$ cat src/rtl/gerador_comandos.sv
// gerador_comandos: debounces two active-low pushbuttons and issues one-strobe step commands.
// Optional build macro AUTO_REPEAT_EN re-issues the command while a single key stays held.
module gerador_comandos #(
   parameter int DEBOUNCE = 50000,
   parameter int REPEAT   = 25000000
) (
   input  logic       clock,
   input  logic       reset,
   input  logic       key_avanca,
   input  logic       key_volta,
   output logic [1:0] entradas,
   output logic       passo,
   output logic       ocupado
);

   localparam logic [19:0] DB_LAST = 20'(DEBOUNCE - 1);

   typedef enum logic [2:0] {IDLE, SETUP, STROBE, HOLD, WAIT_RELEASE} state_t;

   logic [1:0] key_raw;
   logic [1:0] deb_level;
   logic [1:0] press;
   logic [1:0] cmd_next;
   logic [1:0] cmd_reg;
   state_t     state_reg;

   assign key_raw = {key_volta, key_avanca};

   genvar gi;
   generate
      for (gi = 0; gi < 2; gi++) begin : g_key
         logic        sync1_reg;
         logic        sync2_reg;
         logic        deb_reg;
         logic        prev_reg;
         logic [19:0] cnt_reg;

         always_ff @(posedge clock or negedge reset) begin
            if (!reset) begin
               sync1_reg <= 1'b1;
               sync2_reg <= 1'b1;
               deb_reg   <= 1'b1;
               prev_reg  <= 1'b1;
               cnt_reg   <= '0;
            end else begin
               sync1_reg <= key_raw[gi];
               sync2_reg <= sync1_reg;
               prev_reg  <= deb_reg;
               // counter tracks how long the synchronized level has disagreed
               if (sync2_reg != deb_reg) begin
                  if (cnt_reg == DB_LAST) begin
                     deb_reg <= sync2_reg;
                     cnt_reg <= '0;
                  end else begin
                     cnt_reg <= cnt_reg + 20'd1;
                  end
               end else begin
                  cnt_reg <= '0;
               end
            end
         end

         assign deb_level[gi] = deb_reg;
         assign press[gi]     = prev_reg & ~deb_reg;
      end
   endgenerate

   always_comb begin
      cmd_next = 2'b10;
      if (deb_level == 2'b00) begin
         cmd_next = 2'b11;
      end else if (press[0]) begin
         cmd_next = 2'b01;
      end
   end

`ifdef AUTO_REPEAT_EN
   localparam logic [24:0] RP_LAST = 25'(REPEAT - 1);
   logic [24:0] rpt_reg;
`else
   // REPEAT only matters to the auto-repeat build; referenced here to keep it visible
   if (REPEAT < 2) begin : g_repeat_unused
   end
`endif

   always_ff @(posedge clock or negedge reset) begin
      if (!reset) begin
         state_reg <= IDLE;
         cmd_reg   <= 2'b00;
         entradas  <= 2'b00;
         passo     <= 1'b0;
         ocupado   <= 1'b0;
`ifdef AUTO_REPEAT_EN
         rpt_reg   <= '0;
`endif
      end else begin
         case (state_reg)
            IDLE: begin
               if (|press) begin
                  cmd_reg   <= cmd_next;
                  entradas  <= cmd_next;
                  ocupado   <= 1'b1;
                  state_reg <= SETUP;
               end
            end
            SETUP: begin
               passo     <= 1'b1;
               state_reg <= STROBE;
            end
            STROBE: begin
               passo     <= 1'b0;
               state_reg <= HOLD;
            end
            HOLD: begin
               entradas  <= 2'b00;
               state_reg <= WAIT_RELEASE;
            end
            WAIT_RELEASE: begin
               if (&deb_level) begin
                  ocupado   <= 1'b0;
                  state_reg <= IDLE;
`ifdef AUTO_REPEAT_EN
                  rpt_reg   <= '0;
               end else if ((deb_level[0] ^ deb_level[1]) && (cmd_reg != 2'b11)) begin
                  if (rpt_reg == RP_LAST) begin
                     rpt_reg   <= '0;
                     entradas  <= cmd_reg;
                     state_reg <= SETUP;
                  end else begin
                     rpt_reg <= rpt_reg + 25'd1;
                  end
               end else begin
                  rpt_reg <= '0;
`endif
               end
            end
            default: begin
               entradas  <= 2'b00;
               passo     <= 1'b0;
               ocupado   <= 1'b0;
               state_reg <= IDLE;
            end
         endcase
      end
   end

endmodule

$ cat config.mk
export PLATFORM = sky130hd
export DESIGN_NAME = gerador_comandos
export DESIGN_NICKNAME = d
export VERILOG_FILES = /design/src/rtl/gerador_comandos.sv
export SDC_FILE = /design/constraint.sdc
export NUM_CORES = 1
export LEC_CHECK = 0
export BUFFER_PORTS_ARGS = -buffer_cell sky130_fd_sc_hd__buf_2
export CAP_MARGIN = 20
export CORE_ASPECT_RATIO = 0.5
export CORE_MARGIN = 2
export CORE_UTILIZATION = 35
export DETAILED_ROUTE_END_ITERATION = 6
export SLEW_MARGIN = 20
export SYNTH_ARGS = -nofsm -noshare
export SYNTH_HDL_FRONTEND = slang
export SYNTH_SLANG_ARGS = --single-unit
export TNS_END_PERCENT = 20
$ cat constraint.sdc
create_clock -name clock -period 2.75 [get_ports clock]
set_clock_uncertainty 0.2 [all_clocks]
set_input_delay 0.1375 -clock clock [delete_from_list [all_inputs] [get_ports clock]]
set_output_delay 0.1375 -clock clock [all_outputs]
set_load 0.05 [all_outputs]
==> flow_metrics.env <==
export IMPL_grt_first_pass_wirelength_mm=9.00
export IMPL_finalWeightedCongestion=0.862
export IMPL_worst_ep_required_time_ps=2730
export IMPL_grtUsageMet1=0.168
export IMPL_cts_resized=0
export IMPL_drtPass1Iterations=4
export IMPL_crit_path_max_fanout=7
export IMPL_route_final_wire_length_mm=5.02
export IMPL_slew_violations=0
export IMPL_p_leak_nw=1.23
export IMPL_drc_errors=0
export IMPL_largest_reg_flops=40
export IMPL_rsz0062_at_grt="no"
export IMPL_die_area_um2=8230
export IMPL_grt_remaining_overflow=0
export IMPL_r2r_end="g_key[0].cnt_reg[18]"
export IMPL_core_area_um2=7290
export IMPL_worstHoldStart="g_key[0].sync1_reg"
export IMPL_cts_inserted_buffers=5
export IMPL_ys_warnings_count=0
export IMPL_synth_enable_flop_cells=0
export IMPL_final_standard_cell_utilization_of_the_core=0.410
export IMPL_pre_cts_slack_ps=721
export IMPL_num_antenna_cells=0
export IMPL_power_density_nw_per_um2=533
export IMPL_grt_pass1_vias=1952
export IMPL_clock_insertion_delay_worst_skew_ps=290
export IMPL_hold_end="g_key[0].sync2_reg"
export IMPL_detailroute_via_count=1911
export IMPL_postSynthNetCount=260
export IMPL_grt_start_max_net_pins=32
export IMPL_placement_io_buffers=7
export IMPL_drt_initial_drc_count=117
export IMPL_crit_reg2reg_launch="g_key[0].cnt_reg[0]"
export IMPL_floorplan_rows=22
export IMPL_max_cap_viol_count=0
export IMPL_crit_type="reg2reg"
export IMPL_postRouteAntennaNets=0
export IMPL_finalCritPeriodShare=0.740
export IMPL_final_net_count=278
export IMPL_htree_num_levels=2
export IMPL_vias_per_instance=5.18
export IMPL_hold_path_depth=0
export IMPL_dpl_hpwl_mm=3.47
export IMPL_clock_sinks=55
export IMPL_die_y_um=65.2
export IMPL_globalRouteMet2Util=0.241
export IMPL_gr_usage_met3=0.0269
export IMPL_setup_viol=0
export IMPL_synthesis_area_per_instance_um2=10.3
export IMPL_tns_ps=0
export IMPL_initial_antenna_violation_count=0
export IMPL_reg2reg_depth=5
export IMPL_worst_setup_hold_path_clk_slew_ps=70
export IMPL_cts_path_max_buffers=2
export IMPL_fp_dieW_um=126
export IMPL_global_route_usage_total=0.134
export IMPL_max_clock_freq_mhz=492
export IMPL_initial_utilization=0.359
export IMPL_slew_headroom=0.557
export IMPL_postSynth_topFlopCell="dfrtp_1"
export IMPL_synthCells=254
export IMPL_yosys_register_bits=55
export IMPL_hp_class="reg2reg"
export IMPL_crit_path_start_kind="register"
export IMPL_synth_area_top_cells="dfrtp_1, dfstp_2, xnor2_1"
export IMPL_pin_count=8
export IMPL_yosys_area_top_type="dfrtp_1"
export IMPL_timing_worst_slew_pin_value_ps=664
export IMPL_syn_cell_area_um2=2620
export IMPL_syn2layout_area_growth_pct=14.3
export IMPL_period_minus_slack_ps=2030
export IMPL_final_worst_path_setup_slack_ps=716
export IMPL_seq_area_frac_synth=0.529
export IMPL_top_usage_layer="met2"
export IMPL_finalHoldViolations=0
export IMPL_end_kind="register"
export IMPL_status="complete, no violations"
export IMPL_detail_route_wl_per_cell_um=13.6
export IMPL_yosysUniqueCellTypes=42
export IMPL_cts_tree="yes"
export IMPL_ffs_w_async_s_r_synth=1.00
export IMPL_netlist_area_leader_share=0.449
export IMPL_timing_reg2reg_setup_slack_ps=720
export IMPL_worst_ep_arrival_time_ps=2010
export IMPL_vdd_ir_drop_worst_mv=0.211
export IMPL_layout_drive_gt1_share=0.136
export IMPL_cts_root_buffer="clkbuf_16"
## where the power goes
group	leakage (nW)	switching (W)	internal, W	total, W
clock	0.0838	0.000284	0.000430	0.000713
combinational	0.409	0.0000333	0.0000178	0.0000512
sequential	0.735	0.00000922	0.000821	0.000830
total	1.23	0.000326	0.00127	0.00159
## cells by family after synthesis
kind of cell / synth area share
xor gates and xnor gates: 0.107
AOI/OAI and AO/OA: 0.0822
muxes: 0.00860
adders and majority gates: 0.0134
DFF: 0.529
buffers and inverters: 0.0244
and+or+nand+nor: 0.235
## cells in the mapped netlist (2+ instances only)
library cell / number
dfrtp_1: 47
a21oi_1: 5
nor4b_1: 2
inv_1: 9
dfstp_2: 8
xnor2_1: 24
ha_1: 2
o2111a_1: 2
nand4_1: 14
nand3_1: 10
and3_1: 3
nor2b_1: 3
o2bb2ai_1: 3
a21o_1: 3
or3_1: 2
buf_2: 3
and2_1: 2
xor2_1: 8
nor3_1: 12
o21ai_0: 5
mux2_2: 2
nor2_1: 42
o31ai_1: 2
nand2_1: 12
nor4_1: 11
or4_1: 2
## critical path, stage by stage (launching register included)
cell	delay [ps]
dfrtp_1	390
ha_1	220
nand4_1	320
nor3_1	470
nand4_1	150
o2111a_1	170
## stage by stage
step	area [µm²]	cells	power, W	hold WS [ps]
6_report	2990	369	0.00159	151
5_1_grt	2990	369	0.00166	158
4_1_cts	2990	369	0.00162	155
3_5_place_dp	2790	358	0.000896	7.39
3_3_place_gp	2790	358	0.000894	-1.00
2_1_floorplan	2620	254	0.000866	-358
## final cells by class
cell class / instances / area [µm²]
fill: 695 / 4300
sequential: 55 / 1390
multi-input combinational: 185 / 1170
clock buffer: 5 / 125
tap: 96 / 120
timing repair buffer: 16 / 110
clock inverter: 3 / 43.8
inverter: 9 / 33.8
## timing repair
item | 4_1_cts | 5_1_grt
hold buffers | 3 | 0
setup buffers | 0 | 0
endpoints found under the hold margin | 23 | 0
## per-layer routing
| metal | wire length (µm) | part of all wire |
|---|---|---|
| met5 | 0 | 0 |
| met4 | 65 | 0.013 |
| met2 | 2410 | 0.48 |
| met3 | 154 | 0.031 |
| met1 | 2380 | 0.47 |
## layout by cell type, fill, tap and decap left out, types with 6 or more instances in the layout
cell type and count:
dfstp_2 8, nand4_1 14, nor2_1 42, buf_4 6, buf_2 7, inv_1 9, nand2_1 12, nor4_1 11
dfrtp_1 47, xnor2_1 24, nand3_1 10, nor3_1 12, xor2_1 8
## worst max path at each step
stage                              start                   end  slack [ps]  cells past startpoint
global placement     g_key[1].cnt_reg[4]  g_key[1].cnt_reg[19]         790                      5
global route         g_key[0].cnt_reg[0]  g_key[0].cnt_reg[18]         600                      5
detailed placement   g_key[0].cnt_reg[0]  g_key[0].cnt_reg[18]         720                      5
CTS                  g_key[0].cnt_reg[2]  g_key[0].cnt_reg[17]         710                      4
finish               g_key[0].cnt_reg[0]  g_key[0].cnt_reg[18]         720                      5
floorplan           g_key[0].cnt_reg[12]  g_key[0].cnt_reg[10]         800                      4
Note: power is estimated with default switching activity, not from simulation.
